$ cat src/rtl/conv_enc_pkg.sv
// rtl/conv_enc_pkg.sv - shared types and parity helper for the convolutional encoder
package conv_enc_pkg;

    // Widest shift window the parity helper handles; narrower windows are zero-extended.
    localparam int MAX_N = 64;

    typedef enum logic {
        ST_DATA,
        ST_TAIL
    } conv_state_t;

    function automatic logic parity(input logic [MAX_N-1:0] mask,
                                    input logic [MAX_N-1:0] window);
        return ^(mask & window);
    endfunction

endpackage

$ cat src/rtl/conv_parity.sv
// rtl/conv_parity.sv - parity of one generator mask against the current shift window
module conv_parity
    import conv_enc_pkg::*;
#(
    parameter int N = 6
) (
    input  logic [N-1:0] g,
    input  logic [N-1:0] w,
    output logic         p
);

    logic [MAX_N-1:0] g_ext;
    logic [MAX_N-1:0] w_ext;

    always_comb begin
        g_ext        = '0;
        w_ext        = '0;
        g_ext[N-1:0] = g;
        w_ext[N-1:0] = w;
    end

    assign p = parity(g_ext, w_ext);

endmodule

$ cat src/rtl/conv_enc_stream.sv
// rtl/conv_enc_stream.sv - rate-1/R convolutional encoder with streaming I/O and zero-tail termination
module conv_enc_stream
    import conv_enc_pkg::*;
#(
    parameter int N = 6,
    parameter int R = 2
) (
    input  logic                 clk,
    input  logic                 reset,
    input  logic                 mask_we,
    input  logic [$clog2(R)-1:0] mask_sel,
    input  logic [N-1:0]         mask,
    input  logic                 tail_en,
    input  logic                 in_valid,
    input  logic                 in_data,
    input  logic                 in_last,
    output logic                 in_ready,
    output logic                 out_valid,
    output logic [R-1:0]         out_data,
    output logic                 out_last,
    input  logic                 out_ready,
    output logic                 busy
);

    localparam int SW = $clog2(R);
    localparam int TW = $clog2(N);

    conv_state_t  state;
    logic [TW-1:0] tail_cnt;
    logic [N-1:0] sr;
    logic [N-1:0] g [R];

    logic         can_load;
    logic         step;
    logic         bit_in;
    logic [N-1:0] w;
    logic [R-1:0] par;

    // The output register can take a new symbol when empty or being drained this cycle.
    assign can_load = !out_valid || out_ready;
    assign in_ready = (state == ST_DATA) && can_load;
    assign step     = (state == ST_DATA) ? (in_valid && in_ready) : can_load;
    assign bit_in   = (state == ST_DATA) ? in_data : 1'b0;
    assign w        = {bit_in, sr[N-1:1]};
    assign busy     = (state == ST_TAIL);

    for (genvar gi = 0; gi < R; gi++) begin : g_par
        conv_parity #(.N(N)) u_parity (
            .g (g[gi]),
            .w (w),
            .p (par[gi])
        );
    end

    // Out-of-range selects match no index and are dropped.
    always_ff @(posedge clk or negedge reset) begin
        if (!reset) begin
            for (int r = 0; r < R; r++) begin
                g[r] <= '0;
            end
        end else if (mask_we) begin
            for (int r = 0; r < R; r++) begin
                if (mask_sel == SW'(r)) begin
                    g[r] <= mask;
                end
            end
        end
    end

    always_ff @(posedge clk or negedge reset) begin
        if (!reset) begin
            state     <= ST_DATA;
            tail_cnt  <= '0;
            sr        <= '0;
            out_valid <= 1'b0;
            out_data  <= '0;
            out_last  <= 1'b0;
        end else if (step) begin
            sr        <= w;
            out_valid <= 1'b1;
            out_data  <= par;
            case (state)
                ST_DATA: begin
                    if (in_last && tail_en) begin
                        state    <= ST_TAIL;
                        tail_cnt <= TW'(N - 1);
                        out_last <= 1'b0;
                    end else begin
                        out_last <= in_last;
                    end
                end
                ST_TAIL: begin
                    tail_cnt <= tail_cnt - TW'(1);
                    out_last <= (tail_cnt == TW'(1));
                    if (tail_cnt == TW'(1)) begin
                        state <= ST_DATA;
                    end
                end
                default: state <= ST_DATA;
            endcase
        end else if (out_ready) begin
            out_valid <= 1'b0;
        end
    end

endmodule

$ cat config.mk
export PLATFORM = sky130hd
export DESIGN_NAME = conv_enc_stream
export DESIGN_NICKNAME = d
export VERILOG_FILES = /design/src/rtl/conv_enc_pkg.sv /design/src/rtl/conv_parity.sv /design/src/rtl/conv_enc_stream.sv
export SDC_FILE = /design/constraint.sdc
export NUM_CORES = 1
export LEC_CHECK = 0
export CAP_MARGIN = 5
export CELL_PAD_IN_SITES_DETAIL_PLACEMENT = 0
export CELL_PAD_IN_SITES_GLOBAL_PLACEMENT = 1
export CORE_ASPECT_RATIO = 0.9
export CORE_MARGIN = 2
export CORE_UTILIZATION = 35
export CTS_CLUSTER_SIZE = 25
export DETAILED_ROUTE_END_ITERATION = 7
export HOLD_SLACK_MARGIN = 0.08
export PLACE_DENSITY = 0.69
export SLEW_MARGIN = 15
export SYNTH_ARGS = -nofsm -noshare
export SYNTH_HDL_FRONTEND = slang
export SYNTH_HIERARCHICAL = 1
export SYNTH_SLANG_ARGS = --single-unit
$ cat constraint.sdc
create_clock -name clk -period 1.55 [get_ports clk]
set_clock_uncertainty 0.15 [all_clocks]
set_input_delay 0.155 -clock clk [delete_from_list [all_inputs] [get_ports clk]]
set_output_delay 0.155 -clock clk [all_outputs]
set_load 0.05 [all_outputs]
==> results.py, run 1 <==
metrics = {
    "floorplanning": {
        "rows": 20,
        "io_pins": 21,
        "initial_core_util_pct": 36.4,
        "die_y_um": 60.0,
        "die-width_um": 66.3,
        "core_area_sq_um": 3350,
        "die_area_sq_um": 3980,
    },
    "finish": {
        "seq_area_sq_um": 628,
        "layout.cells.non_filler": 170,
        "nFillCells": 310,
        "antenna_cells_inserted": 0,
        "post-route-util_pct": 50.6,
        "stdcell_area_sq_um": 1700,
        "synthToLayoutAreaGrowth_pct": 38.8,
        "layout.nets": 144,
        "layout-drive-gt1-share_pct": 44.4,
        "multiInputGateArea_sq_um": 601,
    },
    "logic_synthesis": {
        "yosys-top-cells-area": "dfrtp_1 (51%), mux2_2 (18%), nand2_1 (4.0%), xnor3_1 (3.7%), xnor2_1 (2.9%)",
        "yosysUniqueCellTypes": 28,
        "synth_nets": 111,
        "yosysSeqAreaShare_pct": 51.2,
        "netlist_instances": 94,
        "syn_area_sq_um": 1220,
        "syn_area_per_cell_sq_um": 13.0,
        "synth_warnings": 6,
        "netlist.area_leader.share_pct": 51.2,
        "yosysTopAreaCell": "dfrtp_1",
        "synth-seq-cells": 25,
    },
    "timing": {
        "drv_slew": 0,
        "fin_tns_setup_ns": -0.00385,
        "finalWorstSetupSlack_ns": -0.00385,
        "fin_crit_sh_pct": 100,
        "hold_ws_ns": 0.100,
        "slew-limit-headroom_pct": 79.3,
        "rsz0062_at_grt": "yes",
        "layout_min_cycle_time_ns": 1.55,
        "setup_violations": 1,
        "hold_viol_final": 0,
        "tightest_slew_ns": 0.311,
        "max_freq_ghz": 0.644,
    },
    "clock_tree": {
        "clock_latency_ns": 0.26,
        "path_clk_slew_ns": 0.08,
        "root_buffer": "clkbuf_8",
        "max-clock-path-buffers": 2,
        "cts.sinks": 25,
        "cts_tree": "yes",
        "htree_levels": 1,
        "cts_hold_buf": 0,
        "cts_buffers": 3,
    },
    "drt": {
        "drt-initial-drc-count": 28,
        "wl_per_cell_um": 12.5,
        "drtAntennaViolNets": 0,
        "drc": 0,
        "viasPerCell": 4.64,
        "routed_wl_um": 2130,
        "dr_total_vias": 788,
        "dr.pass1.iters": 4,
    },
    "critical_path": {
        "critPathLaunchType": "flop",
        "critPathCaptureType": "flop",
        "worstPathRequired_ns": 1.55,
        "crit_buf_inv": 0,
        "worstPathCellList": "nand2_1, xnor2_2, xnor3_1, mux2_2",
        "timing.critical_path.fanout_max": 3,
        "cpPeakStageDelay_ns": 0.39,
        "cpLargestDelayFamily": "XOR/XNOR gates",
        "critPathSlowestCell": "xnor3_1",
        "cp.arrival_ns": 1.55,
        "path_class": "flop to flop",
    },
    "power_and_ir_drop": {
        "p_per_area_nw_per_um2": 1730,
        "vdd_ir_drop_max_mv": 0.700,
        "p_total_mw": 2.93,
        "total_leakage_power_nw": 0.762,
    },
    "place": {
        "dp_cells": 161,
        "place_area_sq_um": 1570,
        "io_buffer_count": 20,
        "place_ws_ns": -0.212,
        "dpl.hpwl_um": 1670,
        "gp_congestion": 0.716,
    },
    "global_routing": {
        "busiest_layer": "met2",
        "grt_util_met2_pct": 21.7,
        "grt_pass1_vias": 812,
        "grt_usage_pct": 13.2,
        "met3_usage_pct": 3.58,
        "grt_max_degree": 26,
        "antenna_found_initial": 0,
        "gr-usage-met1_pct": 17.0,
        "grt_first_pass_wirelength_um": 3860,
        "grt.overflow.total": 0,
    },
    "run_status": {
        "violations": "setup timing",
        "status": "complete, but fails checks",
    },
    "flow_run": {
        "maxCapViolCount": 0,
    },
    "min_path": {
        "hp-class": "input pin to asynchronous set/reset pin",
    },
}
final cells by class:
cell class	count	share of cell area, %
Sequential cell	25	37.0
Multi-Input combinational cell	64	35.4
Timing Repair Buffer	30	21.0
Tap cell	44	3.25
Clock buffer	4	2.66
Inverter	3	0.664
synthesized netlist by cell type:
master / instances
a2bb2oi_1: 1
xnor3_1: 2
a41oi_1: 1
a32o_1: 1
xnor2_2: 2
or2_2: 1
mux2_2: 20
ha_1: 2
nor2b_4: 1
nor2_4: 1
nand2_1: 13
or3_2: 1
nand2b_1: 1
o21a_1: 1
inv_1: 3
o21ai_0: 1
dfrtp_1: 25
and3_1: 1
nor2_2: 1
buf_2: 1
buf_6: 1
nor2_1: 2
o22ai_1: 1
nor2b_1: 2
xnor2_1: 4
mux2_4: 1
a21oi_1: 1
nand2_2: 2
layer usage:
layer  part of all wire (%)  up-vias
li1                       -      387
met1                     44      391
met2                     52        8
met3                    3.0        2
met4                   0.80        0
met5                      0        -
sequential cells by signal, summed over array words and instances, names as in the netlist:
signal,cells
out_last,1
busy,1
out_data,2
tail_cnt,3
out_valid,1
g,12
sr,5
path summary, 6_finish.rpt:
| path | start | to | slack [ns] | cells after the start |
|---|---|---|---|---|
| worst max-delay path | sr[2]$_DFFE_PN0P_ | out_data[0]$_DFFE_PN0P_ | -0.004 | 4 |
| worst min-delay path | reset | out_last$_DFFE_PN0P_ | 0.10 | 2 |
| worst max register to register | sr[2]$_DFFE_PN0P_ | out_data[0]$_DFFE_PN0P_ | -0.004 | 4 |
| worst min register to register | g[4]$_DFFE_PN0P_ | g[4]$_DFFE_PN0P_ | 0.36 | 1 |
| max in group asynchronous | reset | out_valid$_DFFE_PN0P_ | 0.90 | 2 |
| min in group clk | g[4]$_DFFE_PN0P_ | g[4]$_DFFE_PN0P_ | 0.36 | 1 |
worst reg2reg max path, delay by kind of cell, from the launching register on:
kind | cells | cell delay, ns
xor gates and xnor gates | 2 | 0.57
DFF | 1 | 0.37
muxes | 1 | 0.26
and+or+nand+nor | 1 | 0.09
where the power goes:
| part | switching [mW] | total (mW) | internal [mW] |
|---|---|---|---|
| Combinational | 0.646 | 1.53 | 0.888 |
| Sequential | 0.170 | 1.03 | 0.861 |
| Clock | 0.183 | 0.366 | 0.183 |
| Total | 0.999 | 2.93 | 1.93 |
cell families after synthesis:
kind of cell    count (synthesis)  share of synthesized area, %
fa+ha+maj                       2                          2.05
buf+inv                         5                          2.25
mux                            21                          19.7
compound gates                  7                          4.20
flops                          25                          51.2
simple gates                   26                          11.4
xor+xnor                        8                          9.22
cells in the final DEF, fill, tap and decap left out, types with 2 or more instances in the layout:
| cell | Yosys | layout |
|---|---|---|
| xnor3_1 | 2 | 2 |
| clkbuf_8 | 0 | 3 |
| clkdlybuf4s50_1 | 0 | 14 |
| buf_12 | 0 | 7 |
| nand2_2 | 2 | 2 |
| ha_1 | 2 | 2 |
| nor2_4 | 1 | 2 |
| mux2_2 | 20 | 20 |
| xnor2_2 | 2 | 4 |
| xnor2_1 | 4 | 2 |
| buf_6 | 1 | 2 |
| dfrtp_2 | 0 | 2 |
| dfrtp_1 | 25 | 23 |
| nor2_2 | 1 | 2 |
| nor2b_4 | 1 | 2 |
| inv_1 | 3 | 3 |
| nand2_1 | 13 | 13 |
| buf_4 | 0 | 7 |
timing repair:
item	in CTS	in global routing
endpoints found under the setup margin	5	9
setup buffers	1	4
gates resized for setup	4	3
pin swaps	1	3
No activity file was read; power rests on OpenSTA's default activity.
==> inputs of run 2 (changes only) <==
==> constraint.sdc (replaced) <==
create_clock -name clk -period 1.29 [get_ports clk]
set_clock_uncertainty 0.15 [all_clocks]
set_input_delay 0.129 -clock clk [delete_from_list [all_inputs] [get_ports clk]]
set_output_delay 0.129 -clock clk [all_outputs]
set_load 0.05 [all_outputs]
==> results.py, run 2 (same netlist as run 1, synthesis figures left out) <==
metrics = {
    "finish": {
        "top_regs": "g x12, sr x5, tail_cnt x3",
        "layout.nets": 156,
        "antenna_cells_inserted": 0,
        "regMostFlops": "g",
        "synthToLayoutAreaGrowth_pct": 55.2,
        "largest_register_ffs": 12,
        "layout-drive-gt1-share_pct": 55.8,
        "final_common_cell": "dfrtp_1",
        "layout.cells.most_common_list": "dfrtp_1 (23), buf_4 (15), mux2_2 (14), clkdlybuf4s50_1 (13), nand2_1 (11)",
    },
    "min_path": {
        "hp-class": "input pin to flop",
        "holdPathStages": 3,
    },
    "power_and_ir_drop": {
        "p_per_area_nw_per_um2": 2140,
        "total_leakage_power_nw": 0.859,
        "vdd_ir_drop_max_mv": 0.858,
    },
    "floorplanning": {
        "io_pins": 21,
        "die-width_um": 66.3,
        "rows": 20,
        "die_area_sq_um": 3980,
        "initial_core_util_pct": 36.4,
        "core_area_sq_um": 3350,
        "die_y_um": 60.0,
    },
    "flow_run": {
        "maxCapViolCount": 0,
    },
    "drt": {
        "routed_wl_um": 2490,
        "dr.pass1.iters": 4,
        "drt-initial-drc-count": 15,
        "viasPerCell": 4.71,
        "route.met3.wl_um": 69,
        "wl_met1_um": 1120,
        "drtAntennaViolNets": 0,
        "top_layer": "met4",
        "dr_total_vias": 857,
        "drc": 0,
        "wl_met2_um": 1270,
        "wl_per_cell_um": 13.7,
    },
    "run_status": {
        "status": "complete, but fails checks",
        "violations": "setup timing",
    },
    "critical_path": {
        "ff2ff_setup_slack_ns": -0.31,
        "critPathSlowestCell": "dfrtp_1",
        "path_class": "flop to flop",
        "critPathLaunchType": "flop",
        "cp.arrival_ns": 1.59,
        "worstPathCellList": "nand2_1, xnor2_2, xnor3_1, mux2_2",
        "cpLargestDelayFamily": "XOR/XNOR gates",
        "worstRegToRegCells": 4,
        "cp.depth": 4,
        "timing.critical_path.fanout_max": 3,
        "crit_buf_inv": 0,
        "critPathCaptureType": "flop",
        "cpPeakStageDelay_ns": 0.41,
        "worstPathRequired_ns": 1.29,
    },
    "clock_tree": {
        "cts_buffers": 3,
        "clock_latency_ns": 0.27,
        "root_buffer": "clkbuf_8",
        "max-clock-path-buffers": 2,
        "htree_levels": 1,
        "path_clk_slew_ns": 0.09,
        "cts_tree": "yes",
        "cts.sinks": 25,
    },
    "timing": {
        "tightest_slew_ns": 0.337,
        "hold_ws_ns": 0.259,
        "fin_crit_sh_pct": 124,
        "setup_violations": 12,
        "drv_slew": 0,
        "fin_tns_setup_ns": -1.89,
        "slew-limit-headroom_pct": 77.5,
        "rsz0062_at_grt": "yes",
        "hold_viol_final": 0,
        "finalWorstSetupSlack_ns": -0.306,
        "layout_min_cycle_time_ns": 1.60,
        "max_freq_ghz": 0.627,
    },
    "global_routing": {
        "antenna_found_initial": 0,
        "grt.overflow.total": 0,
        "grt_usage_pct": 14.9,
        "grt_max_degree": 26,
        "grt_first_pass_wirelength_um": 4330,
        "grt_pass1_vias": 942,
    },
    "place": {
        "dpl.hpwl_um": 1690,
        "io_buffer_count": 20,
        "gp_congestion": 0.762,
    },
}
run 2: cell types whose count changed in the layout (fill, tap and decap cells not counted), moves of 2 or more:
cell / previous run / this run
nand2_1: 13 / 11
buf_4: 7 / 15
buf_6: 2 / 5
nand2_2: 2 / 4
mux2_2: 20 / 14
mux2_4: 1 / 7
run 2: timing repair:
action | CTS | global route
cloned | 0 | 0
setup buffers | 8 | 3
gates resized for setup | 23 | 13
endpoints found under the setup margin | 13 | 15
pin swaps | 4 | 4
hold endpoints to repair | 25 | 0
hold buffers | 1 | 0
run 2: layout make-up:
cell class                      instances  area, sq um
Fill cell                             276         1460
Clock buffer                            4         45.0
Inverter                                3         13.8
Sequential cell                        25          628
Multi-Input combinational cell         64          696
Tap cell                               44         55.1
Timing Repair Buffer                   42          458
run 2: metrics by stage:
stage | setup WS [ns] | std cells | cell area, sq um | util, % | total power, mW
after CTS | -0.289 | 181 | 1830 | 54.7 | 3.91
after global placement | -0.417 | 171 | 1660 | 49.5 | 3.06
after floorplan | -0.441 | 94 | 1230 | - | 2.36
final | -0.306 | 182 | 1900 | 56.5 | 4.06
after global routing | -0.378 | 182 | 1900 | 56.5 | 4.31
after detailed placement | -0.422 | 171 | 1660 | 49.5 | 3.10
run 2: worst paths after layout:
| path | startpoint | endpoint |
|---|---|---|
| setup / recovery | sr[1]$_DFFE_PN0P_ | out_data[1]$_DFFE_PN0P_ |
| hold / removal | in_valid | out_valid$_DFFE_PN0P_ |
| setup reg to reg | sr[1]$_DFFE_PN0P_ | out_data[1]$_DFFE_PN0P_ |
| hold reg to reg | g[4]$_DFFE_PN0P_ | g[4]$_DFFE_PN0P_ |
| max in group asynchronous | reset | sr[3]$_DFFE_PN0P_ |
| min in group asynchronous | reset | busy$_DFFE_PN0P_ |
run 2: worst reg2reg max path, stage by stage (launching register included):
cell and delay [ns]:
dfrtp_1 0.41, nand2_1 0.11, xnor2_2 0.15, xnor3_1 0.40, mux2_2 0.26
run 2: power by group:
part / switching (mW) / leakage (nW) / internal, mW
registers: 0.223 / 0.298 / 1.03
logic: 0.946 / 0.538 / 1.40
clock network: 0.238 / 0.0228 / 0.221
total: 1.41 / 0.859 / 2.66
run 2: layer usage:
layer,vias up,GRT usage (%)
li1,412,-
met1,432,18.6
met2,11,25.7
met3,2,3.58
met4,0,4.37
met5,-,0
